**config.mk**
```make
export PLATFORM = sky130hd
export DESIGN_NAME = frame_l2_in
export DESIGN_NICKNAME = d
export VERILOG_FILES = /design/src/rtl/frame_l2_pkg.sv /design/src/rtl/crc32_byte_next.sv /design/src/rtl/frame_l2_in.sv
export SDC_FILE = /design/constraint.sdc
export NUM_CORES = 1
export LEC_CHECK = 0
export CAP_MARGIN = 25
export CORE_MARGIN = 2
export CORE_UTILIZATION = 30
export CTS_BUF_LIST = sky130_fd_sc_hd__clkbuf_4 sky130_fd_sc_hd__clkbuf_8
export CTS_CLUSTER_SIZE = 40
export DETAILED_ROUTE_END_ITERATION = 8
export MAX_ROUTING_LAYER = met4
export PLACE_DENSITY_LB_ADDON = 0.12
export SYNTH_ARGS = -nofsm -noshare
export SYNTH_HDL_FRONTEND = slang
export SYNTH_HIERARCHICAL = 1
export SYNTH_SLANG_ARGS = --single-unit
```
**constraint.sdc**
```tcl
create_clock -name Clk -period 2.1 [get_ports Clk]
set_input_delay 0.21 -clock Clk [delete_from_list [all_inputs] [get_ports Clk]]
set_output_delay 0.21 -clock Clk [all_outputs]
set_load 0.05 [all_outputs]
```
**src/rtl/frame_l2_pkg.sv**
```systemverilog
// Shared state type and protocol constants for the frame_l2_in nibble receiver.
package frame_l2_pkg;

  typedef enum logic [1:0] {
    IDLE,
    PREAMBLE,
    DATA,
    DROP
  } state_t;

  localparam logic [31:0] CRC_INIT     = 32'hFFFF_FFFF;
  localparam logic [31:0] CRC_POLY     = 32'hEDB8_8320;
  localparam logic [31:0] CRC_RESIDUE  = 32'hDEBB_20E3;
  localparam logic [3:0]  PREAMBLE_NIB = 4'h5;
  localparam logic [3:0]  SFD_NIB      = 4'hD;

  function automatic logic [15:0] satInc16(input logic [15:0] v);
    return (v == 16'hFFFF) ? v : v + 16'd1;
  endfunction

endpackage

```
**src/rtl/crc32_byte_next.sv**
```systemverilog
// Combinational next-state of the reflected CRC-32 register for one input byte.
module crc32_byte_next
  import frame_l2_pkg::*;
(
  input  logic [31:0] i_crc,
  input  logic [7:0]  i_byte,
  output logic [31:0] o_crc
);

  logic [31:0] w_crc;

  // Byte is folded into the low end, then eight LSB-first division steps.
  always_comb begin
    w_crc = i_crc ^ {24'd0, i_byte};
    for (int i = 0; i < 8; i++) begin
      w_crc = w_crc[0] ? ((w_crc >> 1) ^ CRC_POLY) : (w_crc >> 1);
    end
  end

  assign o_crc = w_crc;

endmodule

```
**src/rtl/frame_l2_in.sv**
```systemverilog
// Layer-2 nibble receiver: preamble/SFD hunt, byte assembly, CRC-32 and length checks.
// FRAME_L2_IN_CRC_STRIP_EN: withhold the 4 FCS bytes (holdback depth 5 instead of 1).
module frame_l2_in
  import frame_l2_pkg::*;
#(
  parameter int MIN_LEN = 64,
  parameter int MAX_LEN = 1522
) (
  input  logic        Clk,
  input  logic        Rst,
  input  logic        LINK_UP,
  input  logic        RxVal,
  input  logic [3:0]  RxData,
  output logic        ValOut,
  output logic        SoFOut,
  output logic        EoFOut,
  output logic        ErrOut,
  output logic [7:0]  DataOut,
  output logic [15:0] GoodCnt,
  output logic [15:0] ErrCnt
);

`ifdef FRAME_L2_IN_CRC_STRIP_EN
  localparam int D = 5;
`else
  localparam int D = 1;
`endif
  localparam int CW = $clog2(MAX_LEN + 2);
  localparam int DW = $clog2(D + 1);
  localparam logic [CW-1:0] LEN_MIN    = CW'(MIN_LEN);
  localparam logic [CW-1:0] LEN_MAX    = CW'(MAX_LEN);
  localparam logic [CW-1:0] LEN_SAT    = CW'(MAX_LEN + 1);
  localparam logic [DW-1:0] CHAIN_FULL = DW'(D);

  state_t        r_state, w_next;
  logic          r_rxValPrev, r_phase, r_sent, r_eofPend;
  logic [3:0]    r_lowNib;
  logic [31:0]   r_crc, w_crcNext;
  logic [7:0]    r_chain [D];
  logic [DW-1:0] r_chainCnt;
  logic [CW-1:0] r_byteCnt;
  logic          r_val, r_sof, r_eof, r_err;
  logic [7:0]    r_data;
  logic [15:0]   r_goodCnt, r_errCnt;
  logic          w_rise, w_sfd, w_preErr, w_lowNib, w_push, w_frameEnd, w_bad;

  crc32_byte_next u_crc (
    .i_crc  (r_crc),
    .i_byte ({RxData, r_lowNib}),
    .o_crc  (w_crcNext)
  );

  assign w_rise = RxVal & ~r_rxValPrev;
  assign w_bad  = (r_crc != CRC_RESIDUE) | r_phase |
                  (r_byteCnt < LEN_MIN) | (r_byteCnt > LEN_MAX);

  always_ff @(posedge Clk) begin
    if (Rst) r_state <= IDLE;
    else     r_state <= w_next;
  end

  always_comb begin
    w_next = r_state;
    case (r_state)
      IDLE:     if (w_rise) w_next = LINK_UP ? PREAMBLE : DROP;
      PREAMBLE: begin
        if (!RxVal)                       w_next = IDLE;
        else if (RxData == SFD_NIB)       w_next = DATA;
        else if (RxData != PREAMBLE_NIB)  w_next = DROP;
      end
      DATA:     if (!RxVal) w_next = IDLE;
      DROP:     if (!RxVal) w_next = IDLE;
      default:  w_next = IDLE;
    endcase
  end

  always_comb begin
    w_sfd      = 1'b0;
    w_preErr   = 1'b0;
    w_lowNib   = 1'b0;
    w_push     = 1'b0;
    w_frameEnd = 1'b0;
    case (r_state)
      PREAMBLE: if (RxVal) begin
        w_sfd    = (RxData == SFD_NIB);
        w_preErr = (RxData != SFD_NIB) && (RxData != PREAMBLE_NIB);
      end
      DATA: begin
        w_lowNib   = RxVal & ~r_phase;
        w_push     = RxVal & r_phase;
        w_frameEnd = ~RxVal;
      end
      default: ;
    endcase
  end

  // Frame state is cleared at SFD rather than at frame end, so the deferred
  // EoF cycle can still read the last frame's chain, CRC and length.
  always_ff @(posedge Clk) begin
    if (Rst) begin
      r_rxValPrev <= 1'b1;
      r_phase     <= 1'b0;
      r_sent      <= 1'b0;
      r_eofPend   <= 1'b0;
      r_lowNib    <= '0;
      r_crc       <= CRC_INIT;
      r_chainCnt  <= '0;
      r_byteCnt   <= '0;
      for (int i = 0; i < D; i++) r_chain[i] <= '0;
      r_val       <= 1'b0;
      r_sof       <= 1'b0;
      r_eof       <= 1'b0;
      r_err       <= 1'b0;
      r_data      <= '0;
      r_goodCnt   <= '0;
      r_errCnt    <= '0;
    end else begin
      r_rxValPrev <= RxVal;
      r_eofPend   <= w_frameEnd;
      r_val       <= 1'b0;
      r_sof       <= 1'b0;
      r_eof       <= 1'b0;
      r_err       <= 1'b0;
      if (w_sfd) begin
        r_crc      <= CRC_INIT;
        r_chainCnt <= '0;
        r_byteCnt  <= '0;
        r_phase    <= 1'b0;
        r_sent     <= 1'b0;
      end
      if (w_lowNib) begin
        r_lowNib <= RxData;
        r_phase  <= 1'b1;
      end
      if (w_push) begin
        r_phase    <= 1'b0;
        r_crc      <= w_crcNext;
        r_chain[0] <= {RxData, r_lowNib};
        for (int i = 1; i < D; i++) r_chain[i] <= r_chain[i-1];
        if (r_byteCnt != LEN_SAT) r_byteCnt <= r_byteCnt + CW'(1);
        if (r_chainCnt == CHAIN_FULL) begin
          r_val  <= 1'b1;
          r_sof  <= ~r_sent;
          r_data <= r_chain[D-1];
          r_sent <= 1'b1;
        end else begin
          r_chainCnt <= r_chainCnt + DW'(1);
        end
      end
      if (r_eofPend) begin
        if (r_chainCnt == CHAIN_FULL) begin
          r_val  <= 1'b1;
          r_eof  <= 1'b1;
          r_sof  <= ~r_sent;
          r_err  <= w_bad;
          r_data <= r_chain[D-1];
          if (w_bad) r_errCnt  <= satInc16(r_errCnt);
          else       r_goodCnt <= satInc16(r_goodCnt);
        end else begin
          r_errCnt <= satInc16(r_errCnt);
        end
      end
      if (w_preErr) r_errCnt <= satInc16(r_errCnt);
    end
  end

  assign ValOut  = r_val;
  assign SoFOut  = r_sof;
  assign EoFOut  = r_eof;
  assign ErrOut  = r_err;
  assign DataOut = r_data;
  assign GoodCnt = r_goodCnt;
  assign ErrCnt  = r_errCnt;

endmodule

```
==> impl_metrics.yaml <==
critical_path:
  critical_path_required_ps: 2410
  timing.critical_path.arrival_ps: 2590
  regToRegSetupSlack_ps: -180
  critical_path_peak_fanout: 7
  startpoint_of_the_worst_register_to_register_path: "r_byteCnt[6]"
  critPathSlowestCell: "sky130_fd_sc_hd__or4_4"
  timing.critical_path.max_delay_family: "simple AND/OR/NAND/NOR gates"
  critical_path.startpoint_type: "flop"
  critical_path.cell_chain: "or4_4 -> o211ai_4 -> a2111oi_4 -> a211o_4 -> buf_12 -> or3_1 -> a21oi_1"
  cp.buffers_inverters: 1
  delay_of_the_slowest_cell_on_the_worst_path_ps: 540
  criticalPathCategory: "flop to flop"
  endpoint_kind: "flop"
  crit-reg2reg-capture: "ErrCnt[8]"
  register_to_register_path_depth: 7
sta:
  final.hold.worst_slack_ps: 301
  fin_skew_ps: 16.8
  postLayoutSetupSlackWorst_ps: -184
  setup_viol: 26
  worst_pin_slew_ps: 678
  max_clock_freq_mhz: 438
  final.min_clock_period_ps: 2280
  hold_viol_final: 0
  unrepaired_setup_endpoints_after_global_routing: "yes"
  report.final.slew_viol_count: 0
  layout_worst_path_cycle_share_pct: 109
  slew-limit-headroom_pct: 54.3
place:
  post_dp_cell_area_sq_um: 6550
  place_congestion: 0.751
  port-buffer-count: 51
  detailedPlacementHpwl_mm: 9.20
routing:
  routed_via_density: 4.74
  detailedRoute.firstIterationViolations: 251
  routed_wirelength_mm: 12.9
  vias: 4179
  drtAntennaViolNets: 0
  route.detailed.wl_per_inst_microns: 14.6
  drt_pre_antenna_iters: 4
  route.detailed.drc: 0
job:
  maxCapViolations: 0
synth:
  synth_cell_type_count: 56
  ys_dominant_reg_cell: "sky130_fd_sc_hd__dfxtp_1"
  post_syn_area_sq_um: 5050
  synth_top_cell_by_area: "sky130_fd_sc_hd__dfxtp_1"
  yosys-top-cells-area: "sky130_fd_sc_hd__dfxtp_1 (39%), sky130_fd_sc_hd__xnor2_1 (8.1%), sky130_fd_sc_hd__o22a_1 (5.5%)"
  synth_fa_ha_area_share_pct: 0.743
  synth_xor_area_share_pct: 17.9
  register_area_share_after_synthesis_pct: 43.6
  avg_cell_area_syn_sq_um: 9.94
  synth_nets: 519
  synthesis.instances: 508
  synth.yosys.warnings: 6
  postSynth.asyncResetShare_pct: 0
  synth_simple_gate_area_share_pct: 19.0
  area_share_of_the_largest_cell_type_after_synthesis_pct: 38.8
  largest_family_of_logic_cells_by_synthesized_area: "simple AND/OR/NAND/NOR gates"
  ys_ff_latch: 106
  synthMuxAreaShare_pct: 3.00
  synth_compound_gate_area_share_pct: 13.7
  synth_enable_flop_cells: 8
run_status:
  outcome: "finished, violations left"
  violated_checks: "negative setup slack"
min_path:
  worst_hold_startpoint: "Rst"
  holdPathEnd: "r_byteCnt[8]"
  hold_path_depth: 5
  timing.hold.worst.class: "input pin to flop"
die:
  core_region_area_sq_um: 16500
  floorplan.die.width_microns: 134
  initial_utilization_pct: 30.6
  std_cell_rows: 47
  boundaryPins: 52
  overall_die_height_microns: 134
  die_area_sq_um: 17900
power_and_ir_drop:
  static_leakage_uw: 0.00269
  power_density_nw_per_um2: 525
  total_power_uw: 3700
  ir_worst_vdd_mv: 0.259
cts:
  clock-sinks: 106
  clk_transition_reported_paths_ps: 110
  hold_buffers: 0
  tritoncts: "yes"
  htree_levels: 3
  cts_inserted_buffers: 9
  ctsRootBufferMaster: "sky130_fd_sc_hd__clkbuf_8"
  clkLatencyLatePin_ps: 380
  max-clock-path-buffers: 2
finish:
  drive_gt1_share_pct: 27.5
  antenna_cells: 0
  post-route-util_pct: 42.7
  final_stage_net_count: 668
  synthToLayoutAreaGrowth_pct: 39.7
  postLayoutCellArea_sq_um: 7060
global_routing:
  final_global_route_overflow_total: 0
  grt_util_all_layers_pct: 15.3
  initial_antenna_violation_count: 0
  grt_max_degree: 59
  grt_pass1_wl_mm: 21.2
  via_count_of_the_first_global_routing_pass: 4138
## synth_stat cells (all sizes together), types with 11 or more instances
master,count
a21oi,20
mux2i,14
clkbuf,17
nand4,14
o22a,32
nand3,21
xor2,26
dfxtp,98
nand2,17
o21ai,26
or3,12
nor2,47
xnor2,60
and2,11
## repair_timing
item	in CTS	in global routing
setup endpoints to repair	27	32
gates resized for setup	31	21
gates cloned	2	1
pin swaps	7	19
setup buffers	6	2
## sequential cells by signal, summed over array words and instances (netlist names), 2 cells and up, named ones only
name	cells
r_state	2
GoodCnt	16
r_chain	8
r_crc	32
ErrCnt	16
r_byteCnt	11
r_lowNib	4
## logic make-up after synthesis
family          count (synthesis)
simple gates                  175
flops                         106
compound gates                 98
xor+xnor                       86
buf+inv                        25
mux                            15
fa+ha+maj                       3
## worst max path at each step
stage	start	endpoint	slack (ps)	cells after the start
3_5_place_dp	RxData[1]	ErrCnt[8]	-370	8
5_1_grt	r_crc[22]	GoodCnt[12]	-310	7
6_report	r_byteCnt[6]	ErrCnt[8]	-180	7
4_1_cts	r_byteCnt[0]	GoodCnt[6]	-180	7
2_1_floorplan	r_byteCnt[6]	ErrCnt[5]	-10	6
3_3_place_gp	RxData[1]	ErrCnt[7]	-310	8
## metal layers
metal / share of wire, % / vias to the layer above / global-route usage (%)
li1: - / 2119 / -
met1: 49 / 1983 / 20.3
met2: 47 / 70 / 24.1
met3: 2.9 / 7 / 2.89
met4: 0.97 / 0 / 4.08
met5: 0 / - / -
## worst reg2reg max path: stages (launching register included)
cell and delay, ps:
sky130_fd_sc_hd__dfxtp_2 340, sky130_fd_sc_hd__or4_4 540, sky130_fd_sc_hd__o211ai_4 190, sky130_fd_sc_hd__a2111oi_4 100, sky130_fd_sc_hd__a211o_4 410, sky130_fd_sc_hd__buf_12 150
sky130_fd_sc_hd__or3_1 330, sky130_fd_sc_hd__a21oi_1 140
## power by group
| group | internal (uW) | total (uW) | switching (uW) |
|---|---|---|---|
| Sequential | 2040 | 2050 | 7.44 |
| Combinational | 164 | 329 | 165 |
| Clock | 562 | 1320 | 761 |
| Total | 2770 | 3700 | 934 |
## through the flow
| stage | setup slack, ps | setup TNS [ps] | cells |
|---|---|---|---|
| after global placement | -309 | -4430 | 857 |
| after floorplan | -11.0 | -11.0 | 508 |
| after CTS | -183 | -2250 | 881 |
| final | -184 | -2390 | 882 |
| after global routing | -311 | -6180 | 882 |
| after detailed placement | -367 | -5570 | 857 |
## cells in the final DEF, fill, tap and decap left out, types with 10 or more instances in the layout
| cell type | count |
|---|---|
| sky130_fd_sc_hd__a21oi_1 | 16 |
| sky130_fd_sc_hd__o21ai_0 | 20 |
| sky130_fd_sc_hd__and2_1 | 10 |
| sky130_fd_sc_hd__o22a_1 | 32 |
| sky130_fd_sc_hd__mux2i_1 | 14 |
| sky130_fd_sc_hd__nand4_1 | 14 |
| sky130_fd_sc_hd__dfxtp_1 | 85 |
| sky130_fd_sc_hd__nor2_1 | 47 |
| sky130_fd_sc_hd__buf_4 | 96 |
| sky130_fd_sc_hd__xor2_1 | 25 |
| sky130_fd_sc_hd__xnor2_1 | 47 |
| sky130_fd_sc_hd__nand2_1 | 16 |
| sky130_fd_sc_hd__clkdlybuf4s50_1 | 50 |
| sky130_fd_sc_hd__dfxtp_2 | 13 |
| sky130_fd_sc_hd__nand3_1 | 20 |
## layout make-up
class | count | area [sq um]
multi-input cells | 378 | 2940
well taps | 220 | 275
clock buffers | 9 | 124
clock inverters | 7 | 73.8
repair buffers | 158 | 1410
flip-flops and latches | 106 | 2220
fillers | 1626 | 9470
inverters | 4 | 15.0
Note: power is estimated with default switching activity, not from simulation.
